==> config.mk <==
export PLATFORM = sky130hd
export DESIGN_NAME = lsu_mem_master
export DESIGN_NICKNAME = d
export VERILOG_FILES = /design/src/rtl/lsu_mem_master.sv
export SDC_FILE = /design/constraint.sdc
export NUM_CORES = 1
export LEC_CHECK = 0
export ABC_AREA = 1
export BUFFER_PORTS_ARGS = -buffer_cell sky130_fd_sc_hd__buf_4
export CELL_PAD_IN_SITES_DETAIL_PLACEMENT = 0
export CELL_PAD_IN_SITES_GLOBAL_PLACEMENT = 2
export CORE_MARGIN = 10
export CORE_UTILIZATION = 30
export DETAILED_ROUTE_END_ITERATION = 6
export HOLD_SLACK_MARGIN = 0.05
export PLACE_DENSITY_LB_ADDON = 0.2
export SLEW_MARGIN = 20
export SYNTH_ARGS = -nofsm -noshare
export SYNTH_HDL_FRONTEND = slang
export SYNTH_SLANG_ARGS = --single-unit
==> constraint.sdc <==
create_clock -name clk -period 2.1 [get_ports clk]
set_input_delay 0.42 -clock clk [delete_from_list [all_inputs] [get_ports clk]]
set_output_delay 0.42 -clock clk [all_outputs]
set_load 0.02 [all_outputs]
==> src/rtl/lsu_mem_master.sv <==
// Load/store unit front end: turns byte/half/word CPU accesses into word-memory
// transactions, with read-modify-write for sub-word stores and a response timeout.
module lsu_mem_master #(
  parameter int unsigned ADDR_WIDTH     = 32,
  parameter int unsigned DATA_WIDTH     = 32,
  parameter int unsigned TIMEOUT_CYCLES = 15
) (
  input  logic                  clk,
  input  logic                  rst_n,
  input  logic                  req_valid,
  output logic                  req_ready,
  input  logic                  req_we,
  input  logic [1:0]            req_size,
  input  logic                  req_unsigned,
  input  logic [ADDR_WIDTH-1:0] req_addr,
  input  logic [DATA_WIDTH-1:0] req_wdata,
  output logic                  resp_valid,
  output logic [DATA_WIDTH-1:0] resp_rdata,
  output logic                  resp_err,
  output logic                  mem_request,
  output logic                  mem_we,
  output logic [ADDR_WIDTH-1:0] mem_addr,
  output logic [DATA_WIDTH-1:0] mem_wdata,
  input  logic                  mem_valid,
  input  logic [DATA_WIDTH-1:0] mem_rdata
);

  localparam int unsigned CNT_W = $clog2(TIMEOUT_CYCLES + 1);
  localparam logic [1:0]  SZ_B  = 2'b00;
  localparam logic [1:0]  SZ_H  = 2'b01;
  localparam logic [1:0]  SZ_W  = 2'b10;

  typedef enum logic [2:0] {IDLE, ISSUE, WAIT, MERGE, WAIT2, RESP} state_t;

  state_t                state_q, state_d;
  logic [CNT_W-1:0]      cnt_q, cnt_d;
  logic [ADDR_WIDTH-1:0] addr_q, addr_d;
  logic [1:0]            size_q, size_d;
  logic                  uns_q, uns_d;
  logic                  we_q, we_d;
  logic [DATA_WIDTH-1:0] wdata_q, wdata_d;
  logic [DATA_WIDTH-1:0] data_q, data_d;
  logic                  err_q, err_d;
  logic                  illegal;

  logic                  req_ready_d, resp_valid_d, resp_err_d, mem_request_d, mem_we_d;
  logic [DATA_WIDTH-1:0] resp_rdata_d, mem_wdata_d;
  logic [ADDR_WIDTH-1:0] mem_addr_d;

  // Little-endian lane extraction with sign or zero extension
  function automatic logic [DATA_WIDTH-1:0] extract(input logic [DATA_WIDTH-1:0] word,
                                                    input logic [1:0] lo,
                                                    input logic [1:0] size,
                                                    input logic uns);
    logic [7:0]  b;
    logic [15:0] h;
    b = word[{lo, 3'b000} +: 8];
    h = word[{lo[1], 4'b0000} +: 16];
    case (size)
      SZ_B:    return {{24{~uns & b[7]}}, b};
      SZ_H:    return {{16{~uns & h[15]}}, h};
      default: return word;
    endcase
  endfunction

  // Replace the addressed lane(s) of the read word with the store data
  function automatic logic [DATA_WIDTH-1:0] merge(input logic [DATA_WIDTH-1:0] word,
                                                  input logic [1:0] lo,
                                                  input logic [1:0] size,
                                                  input logic [DATA_WIDTH-1:0] wd);
    logic [DATA_WIDTH-1:0] m;
    m = word;
    if (size == SZ_B) m[{lo, 3'b000} +: 8] = wd[7:0];
    else              m[{lo[1], 4'b0000} +: 16] = wd[15:0];
    return m;
  endfunction

  assign illegal = (req_size == 2'b11)
                 | ((req_size == SZ_H) & req_addr[0])
                 | ((req_size == SZ_W) & (req_addr[1:0] != 2'b00));

  // Next state, captured request, and next values of the registered outputs
  always_comb begin
    state_d = state_q;
    cnt_d   = cnt_q;
    addr_d  = addr_q;
    size_d  = size_q;
    uns_d   = uns_q;
    we_d    = we_q;
    wdata_d = wdata_q;
    data_d  = data_q;
    err_d   = err_q;

    unique case (state_q)
      IDLE: begin
        if (req_valid) begin
          addr_d  = req_addr;
          size_d  = req_size;
          uns_d   = req_unsigned;
          we_d    = req_we;
          wdata_d = req_wdata;
          data_d  = '0;
          err_d   = illegal;
          state_d = illegal ? RESP : ISSUE;
        end
      end
      ISSUE: begin
        cnt_d   = '0;
        state_d = WAIT;
      end
      WAIT, WAIT2: begin
        if (mem_valid) begin
          if (state_q == WAIT2 || (we_q && size_q == SZ_W)) begin
            state_d = RESP;
          end else if (!we_q) begin
            data_d  = extract(mem_rdata, addr_q[1:0], size_q, uns_q);
            state_d = RESP;
          end else begin
            data_d  = merge(mem_rdata, addr_q[1:0], size_q, wdata_q);
            state_d = MERGE;
          end
        end else if (cnt_q == CNT_W'(TIMEOUT_CYCLES - 1)) begin
          err_d   = 1'b1;
          state_d = RESP;
        end else begin
          cnt_d = cnt_q + CNT_W'(1);
        end
      end
      MERGE: begin
        cnt_d   = '0;
        state_d = WAIT2;
      end
      RESP:    state_d = IDLE;
      default: state_d = IDLE;
    endcase

    req_ready_d   = (state_d == IDLE);
    resp_valid_d  = (state_d == RESP);
    resp_err_d    = (state_d == RESP) & err_d;
    resp_rdata_d  = (state_d == RESP && !err_d && !we_d) ? data_d : '0;
    mem_request_d = (state_d == ISSUE) || (state_d == MERGE);
    mem_we_d      = ((state_d == ISSUE) && we_d && (size_d == SZ_W)) || (state_d == MERGE);
    mem_addr_d    = mem_request_d ? {addr_d[ADDR_WIDTH-1:2], 2'b00} : mem_addr;
    if (state_d == MERGE)                            mem_wdata_d = data_d;
    else if (state_d == ISSUE && we_d && size_d == SZ_W) mem_wdata_d = wdata_d;
    else                                             mem_wdata_d = '0;
  end

  always_ff @(posedge clk) begin
    if (!rst_n) begin
      state_q     <= IDLE;
      cnt_q       <= '0;
      addr_q      <= '0;
      size_q      <= '0;
      uns_q       <= 1'b0;
      we_q        <= 1'b0;
      wdata_q     <= '0;
      data_q      <= '0;
      err_q       <= 1'b0;
      req_ready   <= 1'b1;
      resp_valid  <= 1'b0;
      resp_err    <= 1'b0;
      resp_rdata  <= '0;
      mem_request <= 1'b0;
      mem_we      <= 1'b0;
      mem_addr    <= '0;
      mem_wdata   <= '0;
    end else begin
      state_q     <= state_d;
      cnt_q       <= cnt_d;
      addr_q      <= addr_d;
      size_q      <= size_d;
      uns_q       <= uns_d;
      we_q        <= we_d;
      wdata_q     <= wdata_d;
      data_q      <= data_d;
      err_q       <= err_d;
      req_ready   <= req_ready_d;
      resp_valid  <= resp_valid_d;
      resp_err    <= resp_err_d;
      resp_rdata  <= resp_rdata_d;
      mem_request <= mem_request_d;
      mem_we      <= mem_we_d;
      mem_addr    <= mem_addr_d;
      mem_wdata   <= mem_wdata_d;
    end
  end

endmodule

==> out/metrics.sh, run 1 <==
TIMING.SLEW.HEADROOM_PCT=57.33
DIEAREA_SQ_UM=40330
REPORT.FINAL.SETUP_VIOL=0
FINAL_NET_COUNT=1773
WORST_EP_REQUIRED_TIME_NS=2.55
WORST_MIN_PATH_CLASS='input port to register'
FIN_UTIL_PCT=40.43
INSERTION_DELAY_NS=0.56
DRTANTENNAVIOLNETS=0
POSTSYNTH.ASYNCRESETSHARE_PCT=0
SWITCHING_SHARE_PCT=35.33
MAX_STAGE_DELAY_NS=0.37
FINALWORSTSETUPSLACK_NS=0.1740
CPLARGESTDELAYFAMILY='simple AND/OR/NAND/NOR gates'
WIRELENGTH_MM=37.82
SYNTHDISTINCTLIBCELLS=32
GRT_UTIL_OVERALL_PCT=17.78
SYNTH.AVG_CELL_AREA_SQ_UM=6.741
CTS.HOLD.BUFFERS_ADDED=0
WORST_MARGIN_SLEW_NS=0.6333
CAP_VIOL_MAX_COUNT=0
ANTENNA_CELLS=0
LAYOUT.FILLER_CELLS=3528
HTREE_NUM_LEVELS=1
PATH_CELLS='buf_12 -> buf_4 -> o21ai_0 -> or2_2 -> nand3_1 -> nand3_1 -> nand2_1 -> nand2_1 -> nand3_1 -> nand2_1'
FLOORPLAN.INITIALDENSITY_PCT=30.30
LAYOUT_WORST_PATH_CYCLE_SHARE_PCT=91.71
INTERNAL_POWER_mW=8.796
CHIPWIDTH_UM=200.8
WIRE_LENGTH_OF_THE_FIRST_GLOBAL_ROUTING_PASS_MM=57.75
FMAXACHIEVABLE_MHz=519.2
LAYOUT_COMMON_CELLS='nand2_1, nor2_1, buf_4'
LAYOUT.CELLS.MOST_COMMON='nand2_1'
VDD.IR_DROP.WORST_mV=0.6391
PLACE_HPWL_MM=27.39
TRITONCTS='built'
RSZ_0062_RAISED_AFTER_GLOBAL_ROUTING='no'
DETAILED_ROUTE_ITER0_VIOLATIONS=459
WHS_PATH_DEPTH=3
FINAL.MIN_CLOCK_PERIOD_NS=1.926
OVERFLOW=0
PWR-SHARE-COMB_PCT=31.4
POWERDENSITY_nW_PER_UM2=1039
MULTI_INPUT_COMB_AREA_SQ_UM=4943
DP_WORST_SETUP_SLACK_NS=0.1147
DIE_HEIGHT_UM=200.8
GPL_WTD_CONG=0.8709
SYNTH_SEQ_CELLS=207
CRIT_CELLS=10
CLKSLEWWORSTSETUPHOLDPATHS_NS=0.06
FIRST_GLOBAL_VIAS=9924
DR_PASS1_ITERATIONS=4
GRT_MAX_DEGREE=84
CTS_NUM_SINKS=207
FIN_WORST_SKEW_NS=0.01844
BOUNDARYPINS=205
STATUS='finished, final reports clean'
FINAL_HOLD_VIOL_COUNT=0
CRITICAL_PATH_ARRIVAL_NS=2.38
YOSYS_WARNINGS=0
ANTENNA_FOUND_INITIAL=0
TIMING.FINAL.MAX_SLEW_VIOLATIONS=0
SHARE_SEQ_OF_TOTAL_POWER_PCT=34.2
P_CLK_SHARE_PCT=34.4
CRIT_BUF_INV=2
SETUP_TOTAL_NEG_SLACK_NS=0
WORSTSETUPENDPOINTTYPE='register'
SETUP.WORST_PATH.CLASS='register to register'
CORE_AREA_SQ_UM=32370
POWER.NET_SWITCHING_mW=4.806
ROUTED_WIRE_LENGTH_PER_INSTANCE_UM=17.81
TRITONCTS_BUFFER_COUNT=27
POST_SYNTH_INST_COUNT=1455
LAYOUT-DRIVE-GT1-SHARE_PCT=20.81
PORTBUFFERS=202
STATIC-LEAKAGE-POWER_nW=6.327
NETLIST_AREA_SQ_UM=9808
POST_DRT_VIA_CELL_RATIO=4.675
NUMBER_OF_PLACEMENT_ROWS=66
VIAS=9929
FF2FF_PATH_DEPTH=10
CRITICAL_PATH.SLOWEST_CELL='dfxtp_2'
SYNTH_SEQUENTIAL_AREA_RATIO_PCT=42.25
SETUP.WORST_PATH.START_CLASS='register'
YOSYS_MOST_USED_DFF='dfxtp_1'
SYNTH-EDFF-COUNT=0
COUNT_OF_UNRESOLVED_DRC_VIOLATIONS_AFTER_ROUTING=0
FF_LATCH_AREA_SQ_UM=4150
SYNTHTOLAYOUTAREAGROWTH_PCT=33.42
CTS.PATH.MAX_BUFFERS=3
CLOCK-ROOT-BUFFER='clkbuf_16'
CRITICAL_PATH_PEAK_FANOUT=25
-- worst register-to-register path, stage by stage (launching register included) --
cell and delay (ns):
dfxtp_2 0.37, buf_12 0.16, buf_4 0.27, o21ai_0 0.24, or2_2 0.34, nand3_1 0.10, nand3_1 0.08, nand2_1 0.10
nand2_1 0.06, nand3_1 0.06, nand2_1 0.05
-- state kept, by name (all words and copies together) (netlist names), 2 cells and up --
name,flops
addr_q,32
cnt_q,4
data_q,32
mem_addr,30
mem_wdata,32
resp_rdata,32
size_q,2
state_q,3
wdata_q,32
-- synth_stat cells (2+ instances only) --
cell	n	area, sq um
buf_2	29	145.1
nor2_4	2	22.52
nor2_2	5	31.28
nand3_1	80	400.4
o211ai_1	36	270.3
clkbuf_1	34	127.6
nand3_2	3	30.03
o21ai_0	97	485.5
nand2_1	425	1595
or2_2	5	31.28
a21oi_1	90	450.4
ha_1	7	87.58
nor3_1	4	20.02
nor2_1	251	942.2
buf_1	11	41.29
inv_2	7	26.28
nand4_1	2	12.51
nand2_2	5	31.28
inv_1	90	337.8
dfxtp_1	207	4144
buf_4	10	75.07
mux2i_1	30	300.3
a211oi_1	16	120.1
-- power groups by stage --
stage / Sequential (mW) / Clock (mW) / Combinational, mW
6_report: 4.65 / 4.69 / 4.27
2_1_floorplan: 4.88 / 0 / 2.37
5_1_grt: 4.70 / 4.96 / 4.78
3_3_place_gp: 4.72 / 0 / 4.14
4_1_cts: 4.65 / 4.81 / 4.14
3_5_place_dp: 4.72 / 0 / 4.13
-- layout make-up --
class                      count  area share, %
multi-input combinational   1067          37.78
inverter                      97          2.782
timing repair buffer         262          16.53
clock inverter                 8         0.7171
sequential                   207          31.71
tap                          442          4.226
clock buffer                  41          6.253
-- routing by layer --
| metal | up-vias | part of all wire [%] | global-route usage (%) |
|---|---|---|---|
| met4 | 0 | 2.1 | 4.111 |
| met1 | 4586 | 45 | 22.84 |
| met5 | - | 0 | 0 |
| li1 | 5086 | - | - |
| met2 | 212 | 45 | 28.42 |
| met3 | 45 | 7.5 | 5.632 |
-- timing repair --
action | in CTS | in global routing
setup endpoints to repair | 0 | 65
gates resized for setup | 0 | 21
setup buffers | 0 | 2
hold endpoints to repair | 0 | 0
-- cell families (layout without fill, tap and decap cells) --
family                     Yosys count  in the layout  synth area share [%]
buffers and inverters              182            408                 7.794
AOI/OAI and AO/OA                  243            243                 13.90
other                                1              2               0.03823
xor gates and xnor gates             1              1               0.08931
and+or+nand+nor                    784            784                 31.97
adders and majority gates            7              7                0.8929
DFF                                207            207                 42.25
muxes                               30             30                 3.062
-- final timing paths --
check	startpoint	endpoint	slack, ns
worst min register to register	mem_addr[26]	mem_addr[26]	0.48
worst max-delay path	addr_q[1]	mem_wdata[2]	0.17
worst min-delay path	req_addr[19]	addr_q[19]	0.12
worst max register to register	addr_q[1]	mem_wdata[2]	0.17
-- through the flow --
stage	total power, mW	cells	area, sq um	hold slack [ns]
floorplan	7.247	1456	9812	0.4600
global placement	8.851	2071	12050	0.4652
detailed placement	8.850	2071	12050	0.4764
CTS	13.59	2120	12960	0.09336
global route	14.44	2124	13090	0.1027
finish	13.60	2124	13090	0.1219
Power figures use the tool's default switching activity.
==> inputs of run 2 (changes only) <==
- CORE_UTILIZATION: 30 -> 31
- CTS_BUF_LIST: not set -> sky130_fd_sc_hd__clkbuf_4
==> out/metrics.sh, run 2 (synthesis gave the netlist of run 1 again) <==
ROUTED_WIRE_LENGTH_PER_INSTANCE_UM=17.05  # -4.2%
SETUP.WORST_PATH.START_CLASS='register'
HTREE_NUM_LEVELS=2  # +1
MAX_STAGE_DELAY_NS=0.34  # -0.03 ns
CRIT_PATH_FREQUENT_CELL='nand2_1'
OVERFLOW=0  # unchanged
CORE_AREA_SQ_UM=31390  # -3.0%
POSTLAYOUTCELLAREA_SQ_UM=13660  # +4.4%
CAP_VIOL_MAX_COUNT=0  # unchanged
CTS_NUM_SINKS=207  # unchanged
RSZ_0062_RAISED_AFTER_GLOBAL_ROUTING='yes'
WORST_MIN_PATH_CLASS='input port to register'
VIAS=10430  # +5.0%
CLKSLEWWORSTSETUPHOLDPATHS_NS=0.07  # about the same
FMAXACHIEVABLE_MHz=515.2  # -0.77%
CRITICAL_PATH.SLOWEST_CELL='ha_1'
SETUP.WORST_PATH.CLASS='register to register'
DRTANTENNAVIOLNETS=0  # unchanged
FF2FF_PATH_DEPTH=13  # +3
WORST_R2R_ENDPOINT='mem_wdata[16]'
CHIPWIDTH_UM=197.9  # -1.5%
LAYOUT_COMMON_CELLS='nand2_1, buf_4, nor2_1'
TIMING.FINAL.MAX_SLEW_VIOLATIONS=0  # unchanged
PLACE_HPWL_MM=26.72  # -2.4%
FIN_WORST_SKEW_NS=0.03659  # +0.01814 ns
TIMING.RR.START='addr_q[0]'
BOUNDARYPINS=205  # unchanged
TRITONCTS='built'
POWERDENSITY_nW_PER_UM2=919.4  # -12%
WORST_EP_REQUIRED_TIME_NS=2.72  # +0.17 ns
LAYOUT-DRIVE-GT1-SHARE_PCT=22.20  # +1.4 points
WORST_MARGIN_SLEW_NS=0.5923  # -0.04109 ns
TIMING.SLEW.HEADROOM_PCT=60.52  # +3.2 points
SYNTHTOLAYOUTAREAGROWTH_PCT=39.25
FINAL_HOLD_VIOL_COUNT=0  # unchanged
NUMBER_OF_PLACEMENT_ROWS=65  # -1.5%
WORSTSETUPENDPOINTTYPE='register'
INSERTION_DELAY_NS=0.74  # +0.18 ns
GPL_WTD_CONG=0.8910  # +2.3%
GRT_UTIL_OVERALL_PCT=18.52  # +0.74 points
WIRELENGTH_MM=37.77  # -0.13%
STATUS='finished, final reports clean'
CRITICAL_PATH_PEAK_FANOUT=8  # -68%
COUNT_OF_UNRESOLVED_DRC_VIOLATIONS_AFTER_ROUTING=0  # unchanged
ANTENNA_FOUND_INITIAL=1  # +1
GRT_MAX_DEGREE=84  # unchanged
MIN_FROM='req_addr[0]'
CRIT_START='addr_q[0]'
VDD.IR_DROP.WORST_mV=0.5208  # -19%
CRITICAL_PATH_ARRIVAL_NS=2.56  # +0.18 ns
LAYOUT.CELLS.MOST_COMMON='nand2_1'
PORTBUFFERS=202  # unchanged
CTS.PATH.MAX_BUFFERS=3  # unchanged
FLOORPLAN.INITIALDENSITY_PCT=31.24  # +0.94 points
LAYOUT_WORST_PATH_CYCLE_SHARE_PCT=92.43  # +0.72 points
DIEAREA_SQ_UM=39150  # -2.9%
PATH_CELLS='inv_1 -> ha_1 -> nand3_1 -> buf_12 -> nor2_1 -> o21ai_0 -> nor2_1 -> nor2_1 -> nand2_1 -> nand2_1 -> nand2_1 -> nand3_1 -> nand2_1'
CLOCK-ROOT-BUFFER='clkbuf_4'
DETAILED_ROUTE_ITER0_VIOLATIONS=525  # +14%
HOLD-PATH-ENDPOINT='addr_q[0]'
DIE_HEIGHT_UM=197.9  # -1.5%
REPORT.FINAL.SETUP_VIOL=0  # unchanged
DR_PASS1_ITERATIONS=5  # +1
FIRST_GLOBAL_VIAS=10540  # +6.2%
POST_DRT_VIA_CELL_RATIO=4.708  # +0.71%
STATIC-LEAKAGE-POWER_nW=6.670  # +5.4%
FINAL_NET_COUNT=1889  # +6.5%
FINAL.MIN_CLOCK_PERIOD_NS=1.941  # +0.01503 ns
TIMING.REG2REG.SETUP_SLACK_NS=0.16  # -0.02 ns
WHS_PATH_DEPTH=4  # +1
TRITONCTS_BUFFER_COUNT=56  # +110%
PLACE_AREA_SQ_UM=12100  # +0.39%
WIRE_LENGTH_OF_THE_FIRST_GLOBAL_ROUTING_PASS_MM=57.69  # -0.11%
TOTAL_POWER_mW=12.56  # -7.7%
-- run 2: cell count changes in the layout (fill, tap and decap cells not counted), moves of 3 or more --
cell	before	now
dlygate4sd3_1	0	72
buf_12	12	17
clkbuf_1	5	0
clkbuf_16	29	1
clkinv_1	0	9
o21ai_0	93	84
clkbuf_4	0	79
o21ai_1	5	12
buf_6	3	6
clkbuf_8	9	0
buf_4	245	252
-- run 2: worst max-delay path by stage --
| stage | slack [ns] | to | cells past startpoint |
|---|---|---|---|
| 6_report | 0.16 | mem_wdata[16] | 13 |
| 5_1_grt | -0.02 | mem_wdata[30] | 14 |
| 4_1_cts | -0.05 | mem_wdata[31] | 11 |
| 3_5_place_dp | -0.04 | mem_wdata[25] | 11 |
| 3_3_place_gp | 0.02 | mem_wdata[23] | 11 |
| 2_1_floorplan | 0.26 | mem_wdata[30] | 14 |
-- run 2: what timing repair did --
action | 4_1_cts | 5_1_grt
buffers inserted | 0 | 9
gates cloned | 0 | 2
hold endpoints to repair | 116 | 0
gates resized for setup | 0 | 32
pin swaps | 1 | 6
hold buffers | 72 | 0
setup endpoints to repair | 16 | 77
-- run 2: area by class of cell --
class | instances | area, sq um
fillers | 3352 | 17730
multi-input cells | 1068 | 4943
flip-flops and latches | 207 | 4148
repair buffers | 348 | 3045
clock buffers | 79 | 593.1
well taps | 402 | 503.0
inverters | 97 | 364.1
clock inverters | 12 | 56.30
diodes | 2 | 5.005
-- run 2: metrics by stage --
stage | TNS, ns | setup WS [ns] | hold slack (ns) | utilization, % | instances
floorplan | 0 | 0.2621 | 0.4600 | - | 1456
global placement | 0 | 0.01918 | 0.4664 | 38.55 | 2039
detailed placement | -0.4451 | -0.04114 | 0.4749 | 38.55 | 2039
CTS | -0.3456 | -0.05393 | 0.07401 | 42.91 | 2202
global route | -0.06110 | -0.02198 | 0.1045 | 43.51 | 2215
finish | 0 | 0.1590 | 0.1320 | 43.51 | 2215
-- run 2: report_power, final --
group	switching (mW)	total [mW]	leakage, nW	internal (mW)
combinational	2.72	4.47	4.59	1.75
sequential	0.257	4.64	1.69	4.38
clock	1.74	3.45	0.391	1.71
-- run 2: per-layer routing --
metal / part of all wire [%] / vias to the layer above / GRT usage, %
li1: - / 5346 / -
met1: 45 / 4777 / 22.91
met2: 45 / 246 / 29.30
met3: 7.4 / 59 / 6.247
met4: 2.7 / 0 / 6.720
met5: 0 / - / 0
-- run 2: worst max-delay path: cells and delay by family (launching register included) --
| family | cells | cell delay [ns] |
|---|---|---|
| AND/OR/NAND/NOR | 9 | 0.72 |
| AO/OA/AOI/OAI | 1 | 0.23 |
| flip-flops | 1 | 0.33 |
| buffers and inverters | 2 | 0.21 |
| adder cells (fa/ha/maj) | 1 | 0.34 |
